--- src/rtl/sensor_monitor.sv ---
// Per-channel debounced sensor error detection with sticky faults; optional event counter via SENSOR_MONITOR_CNT_EN.
// Latency: error/fault rise DEB_CYCLES-1 edges after the first edge that samples a persistent raw error.
// Backpressure: none; every channel is evaluated every cycle, and clr is a level sampled on each edge.
module sensor_monitor #(
  parameter int NUM_CH     = 4,
  parameter int DEB_CYCLES = 3,
  parameter int CNT_W      = 8
) (
  input  logic                clk,
  input  logic                rst,
  input  logic [4*NUM_CH-1:0] sensors,
  input  logic                enable,
  input  logic [NUM_CH-1:0]   clr,
  output logic [NUM_CH-1:0]   error,
  output logic [NUM_CH-1:0]   fault,
  output logic                any_fault
`ifdef SENSOR_MONITOR_CNT_EN
  ,
  output logic [CNT_W-1:0]    fault_cnt
`endif
);

  localparam int DW = $clog2(DEB_CYCLES + 1);
  localparam logic [DW-1:0] deb_last = DW'(DEB_CYCLES);

  typedef enum logic [1:0] {
    ST_OK   = 2'd0,
    ST_PEND = 2'd1,
    ST_ERR  = 2'd2
  } state_t;

  generate
    if (NUM_CH < 1 || NUM_CH > 16 || DEB_CYCLES < 1 || DEB_CYCLES > 255 || CNT_W < 1) begin : g_bad_cfg
      $error("sensor_monitor: parameter out of range");
    end
  endgenerate

  state_t            state_q [NUM_CH];
  state_t            state_d [NUM_CH];
  logic [DW-1:0]     cnt_q   [NUM_CH];
  logic [DW-1:0]     cnt_d   [NUM_CH];
  logic [NUM_CH-1:0] raw;
  logic [NUM_CH-1:0] enter_err;
  logic [NUM_CH-1:0] fault_q;
  logic [NUM_CH-1:0] fault_d;

  always_comb begin
    raw = '0;
    for (int i = 0; i < NUM_CH; i++) begin
      raw[i] = sensors[4*i] | (sensors[4*i+1] & (sensors[4*i+2] | sensors[4*i+3]));
    end
  end

  // Any cycle without a qualified raw error drops the channel straight back to OK,
  // so debounce progress is never carried across a gap.
  always_comb begin
    enter_err = '0;
    for (int i = 0; i < NUM_CH; i++) begin
      state_d[i] = state_q[i];
      cnt_d[i]   = cnt_q[i];
      if (!enable || !raw[i]) begin
        state_d[i] = ST_OK;
        cnt_d[i]   = '0;
      end else begin
        case (state_q[i])
          ST_OK: begin
            if (DEB_CYCLES == 1) begin
              state_d[i] = ST_ERR;
              cnt_d[i]   = '0;
            end else begin
              state_d[i] = ST_PEND;
              cnt_d[i]   = DW'(1);
            end
          end
          ST_PEND: begin
            cnt_d[i] = cnt_q[i] + DW'(1);
            if (cnt_q[i] + DW'(1) == deb_last) begin
              state_d[i] = ST_ERR;
            end
          end
          ST_ERR: begin
            state_d[i] = ST_ERR;
          end
          default: begin
            state_d[i] = ST_OK;
            cnt_d[i]   = '0;
          end
        endcase
      end
      enter_err[i] = (state_d[i] == ST_ERR) && (state_q[i] != ST_ERR);
    end
  end

  always_ff @(posedge clk or posedge rst) begin
    if (rst) begin
      for (int i = 0; i < NUM_CH; i++) begin
        state_q[i] <= ST_OK;
        cnt_q[i]   <= '0;
      end
    end else begin
      for (int i = 0; i < NUM_CH; i++) begin
        state_q[i] <= state_d[i];
        cnt_q[i]   <= cnt_d[i];
      end
    end
  end

  // A new ERR entry outranks a clear on the same edge.
  assign fault_d = (fault_q & ~clr) | enter_err;

  always_ff @(posedge clk or posedge rst) begin
    if (rst) begin
      fault_q <= '0;
    end else begin
      fault_q <= fault_d;
    end
  end

  always_comb begin
    error = '0;
    for (int i = 0; i < NUM_CH; i++) begin
      error[i] = (state_q[i] == ST_ERR);
    end
  end

  assign fault     = fault_q;
  assign any_fault = |fault_q;

`ifdef SENSOR_MONITOR_CNT_EN
  logic [CNT_W-1:0] fault_cnt_q;

  always_ff @(posedge clk or posedge rst) begin
    if (rst) begin
      fault_cnt_q <= '0;
    end else if (&clr) begin
      fault_cnt_q <= '0;
    end else if (|enter_err && fault_cnt_q != {CNT_W{1'b1}}) begin
      fault_cnt_q <= fault_cnt_q + CNT_W'(1);
    end
  end

  assign fault_cnt = fault_cnt_q;
`else
  // No event counter in this build.
`endif

endmodule

--- config.mk ---
export PLATFORM = sky130hd
export DESIGN_NAME = sensor_monitor
export DESIGN_NICKNAME = d
export VERILOG_FILES = /design/src/rtl/sensor_monitor.sv
export SDC_FILE = /design/constraint.sdc
export NUM_CORES = 1
export LEC_CHECK = 0
export BUFFER_PORTS_ARGS = -buffer_cell sky130_fd_sc_hd__clkbuf_2
export CAP_MARGIN = 0
export CORE_MARGIN = 4
export CORE_UTILIZATION = 53
export DETAILED_ROUTE_END_ITERATION = 16
export HOLD_SLACK_MARGIN = 0.06
export PLACE_DENSITY = 0.91
export SYNTH_ARGS = -nofsm -noshare
export SYNTH_HDL_FRONTEND = slang
export SYNTH_SLANG_ARGS = --single-unit
--- constraint.sdc ---
create_clock -name clk -period 2.4 [get_ports clk]
set_input_delay 0.36 -clock clk [delete_from_list [all_inputs] [get_ports clk]]
set_output_delay 0.36 -clock clk [all_outputs]
set_load 0.01 [all_outputs]
==> flow_summary.ini, run 1 <==
[grt]
grtUsageTotal_pct = 18.4
overflow = 0
grt_pass1_vias = 843
grt_pass1_wl_um = 3550
grt_max_degree = 21
antenna_found_initial = 0

[power_and_ir_drop]
swShare_pct = 24.2
power_density_mw_per_mm2 = 515
ir_drop_uv = 458
pwr-share-seq_pct = 57.4
p_int_uw = 477
p_sw_uw = 152
p_clk_share_pct = 31.3
combPwrFrac_pct = 11.3
cellLeakagePower_uw = 0.000620

[status]
status = completed

[logic_synthesis]
ys_top_cells_by_area = dfrtp_1, nor3_1, nand3b_1, a211oi_2, ha_1
yosys-top-cells-count = dfrtp_1, inv_1, nor3_1, nand3b_1
synthArstFlopShare_pct = 100
yosys_warnings = 0
synth_edf_count = 0
yosysMostFrequentCell = dfrtp_1
yosysTopAreaCellShare_pct = 50.0
synth_largest_area_cell = dfrtp_1
mappedNetlistArea_mm2 = 0.00100
synth_nets = 117
syn_inst = 90
ys_types = 15
synth_top_flop_cell = dfrtp_1
yosysSeqAreaShare_pct = 50.0
ys_ff_latch = 20
syn_area_per_cell_um2 = 11.1

[floorplanning]
rows = 15
initial_core_util_pct = 56.7
io-pin-count = 32
core-area_mm2 = 0.00176
die_y_um = 51.5
dieArea_mm2 = 0.00265
chipWidth_um = 51.5

[sta]
timing.setup.tns_ns = 0
holdWs_ns = 0.145
slew_viol_final = 0
relSlewSlack_pct = 50.1
hold_viol_final = 0
worstMarginPinSlew_ns = 0.748
fin_crit_sh_pct = 62.3
skew_ns = 0.00471
setup_violations = 0
max_freq_ghz = 0.669
rsz0062_at_grt = no
finalCriticalPeriod_ns = 1.50

[routing]
vias = 815
ant_nets = 0
drt_wl_total_um = 2160
drt_iter0_markers = 7
wl_per_cell_um = 14.4
drc = 0
first_pass_iters = 4
viasPerCell = 5.43

[clock_tree]
cts_hold_buf = 0
cts.sinks = 20
tritoncts = built
cts_buffer_depth = 2
cts_resized = 0
clk_latency_ns = 0.30
clk_pin_slew_worst_paths_ns = 0.11
cts_buffers = 3
root_buffer = clkbuf_4
htreeDepth = 1
post-cts-setup-buffers = 0

[worst_hold_path]
hold_class = primary input to asynchronous set/reset pin

[layout]
area_delta_synth_final_pct = 22.2
regArea_um2 = 500
multi_input_area_um2 = 452
post-route-util_pct = 69.4
fin_nets = 153
nFillCells = 146
drive_above_1_share_pct = 37.6
antenna_cells = 0

[worst_setup_path]
cp.arrival_ns = 1.14
cp-start-kind = flop
worstSetupPathType = flop to primary output
path_max_fanout = 6
worstPathRequired_ns = 2.04
endpoint_kind = primary output

[run]
cap_violations = 0

[placed_design]
io_buffer_count = 31
place_congestion = 0.804
dp_hpwl_um = 1700
==> cell type report <==
| class | count | share of cell area, % |
|---|---|---|
| Multi-Input combinational cell | 57 | 36.9 |
| Sequential cell | 20 | 40.9 |
| Clock buffer | 4 | 2.97 |
| Timing Repair Buffer | 31 | 12.7 |
| Tap cell | 25 | 2.56 |
| Inverter | 13 | 3.99 |
==> logic make-up after synthesis <==
| group | after synthesis | share of synthesized area (%) |
|---|---|---|
| AOI/OAI and AO/OA | 20 | 17.0 |
| adders and majority gates | 4 | 5.00 |
| buffers and inverters | 13 | 4.88 |
| DFF | 20 | 50.0 |
| muxes | 4 | 4.50 |
| and+or+nand+nor | 29 | 18.6 |
==> cell usage in the layout (no fill, tap or decap), drive strengths merged <==
cell type	count
clkbuf	35
dfrtp	20
inv	13
nor3	12
nand3b	8
a211oi	8
mux2	4
a21o	4
nand2b	4
o32ai	4
or3b	4
ha	4
o21ai	4
nand4	1
==> per-stage QoR <==
step / power [uW] / instance area [um2] / worst slack [ns] / std cells
after global placement: 434 / 1190 / 1.13 / 146
after global routing: 660 / 1220 / 0.837 / 150
after detailed placement: 439 / 1190 / 1.06 / 146
after floorplan: 407 / 1000 / 1.14 / 90
final: 630 / 1220 / 0.905 / 150
after CTS: 633 / 1220 / 0.906 / 150
==> sequential cells by signal (all words and copies together), names as in the netlist <==
name / count
state_q: 8
fault: 4
cnt_q: 8
==> power by group through the flow <==
stage	registers, uW	logic, uW	clock network (uW)
6_report	361	71.1	197
3_5_place_dp	368	72.0	0
4_1_cts	361	72.7	199
5_1_grt	363	80.0	217
2_1_floorplan	365	42.1	0
3_3_place_gp	366	67.4	0
==> routing by layer <==
layer | part of all wire (%) | routed length (um) | global-route usage (%) | up-vias
li1 | - | - | - | 405
met1 | 39 | 853 | 18.6 | 384
met2 | 54 | 1170 | 34.7 | 20
met3 | 4.6 | 100 | 4.37 | 6
met4 | 1.8 | 39 | 8.73 | 0
met5 | 0 | 0 | 0 | -
==> critical path, cell delays in order, from the launching register on <==
cell and delay [ns]:
dfrtp_1 0.45, nand2b_1 0.20, inv_1 0.07, clkbuf_2 0.12
==> worst paths after layout <==
path                       slack, ns                  from  cells past startpoint              endpoint
max in group asynchronous       1.78                   rst                      2    fault[3]$_DFF_PP0_
min                             0.15                   rst                      2  state_q[6]$_DFF_PP0_
max                             0.90  state_q[0]$_DFF_PP0_                      3              error[3]
max reg2reg                     1.04  cnt_q[0]$_DFFE_PP0P_                      4  cnt_q[1]$_DFFE_PP0P_
min in group clk                0.23                clr[1]                      2    fault[1]$_DFF_PP0_
min reg2reg                     0.57  cnt_q[2]$_DFFE_PP0P_                      2  cnt_q[2]$_DFFE_PP0P_
No activity file was read; power rests on OpenSTA's default activity.
==> inputs of run 2 (changes only) <==
--- a/config.mk
+++ b/config.mk
@@ -8,10 +8,10 @@
 export BUFFER_PORTS_ARGS = -buffer_cell sky130_fd_sc_hd__clkbuf_2
 export CAP_MARGIN = 0
 export CORE_MARGIN = 4
-export CORE_UTILIZATION = 53
+export CORE_UTILIZATION = 49
 export DETAILED_ROUTE_END_ITERATION = 16
 export HOLD_SLACK_MARGIN = 0.06
-export PLACE_DENSITY = 0.91
+export PLACE_DENSITY = 0.85
 export SYNTH_ARGS = -nofsm -noshare
 export SYNTH_HDL_FRONTEND = slang
 export SYNTH_SLANG_ARGS = --single-unit
==> constraint.sdc (replaced) <==
create_clock -name clk -period 1.4 [get_ports clk]
set_input_delay 0.21 -clock clk [delete_from_list [all_inputs] [get_ports clk]]
set_output_delay 0.21 -clock clk [all_outputs]
set_load 0.01 [all_outputs]
==> run 2 against run 1 <==
Net effect:
- register-to-register slack lost 1.0 ns
- combinational power is 95% higher
- clock skew increased by 0.0027 ns
- worst hold slack got worse by 0.056 ns
- sequential power rose by 71%
- clock power is 67% higher
- first-iteration DRC count grew 71%
==> flow_summary.ini, run 2 (synthesis gave the netlist of run 1 again) <==
[clock_tree]
cts_buffer_depth = 2
cts.sinks = 20
root_buffer = clkbuf_4
cts_buffers = 3
tritoncts = built
clk_pin_slew_worst_paths_ns = 0.11
clk_latency_ns = 0.30
htreeDepth = 1

[worst_hold_path]
holdPathEnd = fault[2]$_DFF_PP0_
min_from = clr[2]
hold_class = primary input to flop
hold_depth = 2

[power_and_ir_drop]
swShare_pct = 23.2
cellLeakagePower_uw = 0.000664
p_clk_share_pct = 30.3
combPwrFrac_pct = 12.8
p_int_uw = 834
power_density_mw_per_mm2 = 838
pwr-share-seq_pct = 56.9
ir_drop_uv = 613
p_sw_uw = 252

[sta]
timing.setup.tns_ns = 0
hold_viol_final = 0
relSlewSlack_pct = 75.0
skew_ns = 0.00741
max_freq_ghz = 0.736
rsz0062_at_grt = yes
finalCriticalPeriod_ns = 1.36
fin_crit_sh_pct = 97.0
slew_viol_final = 0
worstMarginPinSlew_ns = 0.373
setup_violations = 0

[worst_setup_path]
crit_family = simple AND/OR/NAND/NOR gates
path_cells = inv_1 > ha_1 > or3b_1 > a211oi_2
r2r_slack_ns = 0.04
cpPeakStageDelay_ns = 0.39
r2r_end = cnt_q[7]$_DFFE_PP0P_
cp-start-kind = flop
path_buf_inv = 1
endpoint_kind = flop
path_max_fanout = 2
cpMaxStageDelayCell = or3b_1
reg2reg_depth = 4
worstSetupPathType = flop to flop
worstPathRequired_ns = 1.61
timing.rr.start = cnt_q[6]$_DFFE_PP0P_
cp.arrival_ns = 1.57

[routing]
drt_wl_total_um = 2070
vias = 847
drt_iter0_markers = 12
drc = 0
wl_per_cell_um = 12.9
viasPerCell = 5.26
ant_nets = 0
first_pass_iters = 4

[floorplanning]
chipWidth_um = 53.2
core-area_mm2 = 0.00194
die_y_um = 53.2
io-pin-count = 32
rows = 16
initial_core_util_pct = 51.5
dieArea_mm2 = 0.00283

[grt]
grt_pass1_vias = 874
overflow = 0
grt_max_degree = 21
grtUsageTotal_pct = 17.7
grt_pass1_wl_um = 3630
antenna_found_initial = 0

[layout]
final_cell_area_mm2 = 0.00130
antenna_cells = 0
drive_above_1_share_pct = 41.0
fin_nets = 162
post-route-util_pct = 66.8
final_common_cell = clkbuf_2
final_cell_mix = clkbuf_2, dfrtp_1, inv_1
final_cell_count_no_fill = 161
area_delta_synth_final_pct = 29.5

[run]
cap_violations = 0

[placed_design]
dp_cells = 156
dp_hpwl_um = 1680
dpl_cell_area_mm2 = 0.00125
io_buffer_count = 31
place_congestion = 0.792

[status]
status = completed
## run 2: cell count changes in the layout (fill, tap and decap cells not counted)
cell           change
dlygate4sd3_1      +1
buf_4              +8
## run 2: power by group through the flow
stage | Combinational [uW] | Clock, uW | Sequential (uW)
2_1_floorplan | 72.1 | 0 | 625
3_3_place_gp | 132 | 0 | 628
3_5_place_dp | 139 | 0 | 630
4_1_cts | 142 | 341 | 618
5_1_grt | 157 | 372 | 622
6_report | 139 | 329 | 618
## run 2: repair_timing
item,CTS,global route
hold buffers,1,0
gates resized for setup,0,0
endpoints found under the hold margin,20,0
setup buffers,0,0
setup endpoints to repair,0,1
## run 2: per-stage QoR
stage	setup slack [ns]	total power (uW)	hold slack, ns
3_5_place_dp	0.0695	769	0.228
4_1_cts	0.0346	1100	0.0816
3_3_place_gp	0.133	760	0.223
5_1_grt	-0.0120	1150	0.0790
6_report	0.0417	1090	0.0895
2_1_floorplan	0.144	697	0.174
## run 2: worst max path at each step
stage	from	to	slack, ns	depth (start not counted)
final	cnt_q[6]$_DFFE_PP0P_	cnt_q[7]$_DFFE_PP0P_	0.04	4
after global routing	cnt_q[6]$_DFFE_PP0P_	cnt_q[7]$_DFFE_PP0P_	-0.01	4
after CTS	cnt_q[6]$_DFFE_PP0P_	cnt_q[7]$_DFFE_PP0P_	0.03	4
after detailed placement	cnt_q[6]$_DFFE_PP0P_	cnt_q[7]$_DFFE_PP0P_	0.07	4
after global placement	cnt_q[6]$_DFFE_PP0P_	cnt_q[7]$_DFFE_PP0P_	0.13	4
after floorplan	cnt_q[6]$_DFFE_PP0P_	cnt_q[7]$_DFFE_PP0P_	0.14	4
## run 2: per-layer routing
metal  GRT usage, %  wire length, um  vias up
li1               -                -      425
met1           20.7              910      389
met2           31.0             1010       27
met3           3.94              114        6
met4           7.23               41        0
met5              0                0        -
## run 2: cell type report
cell class,count,area (um2)
fillers,160,646
flip-flops and latches,20,500
multi-input cells,57,452
repair buffers,40,225
inverters,13,48.8
clock buffers,4,36.3
well taps,27,33.8
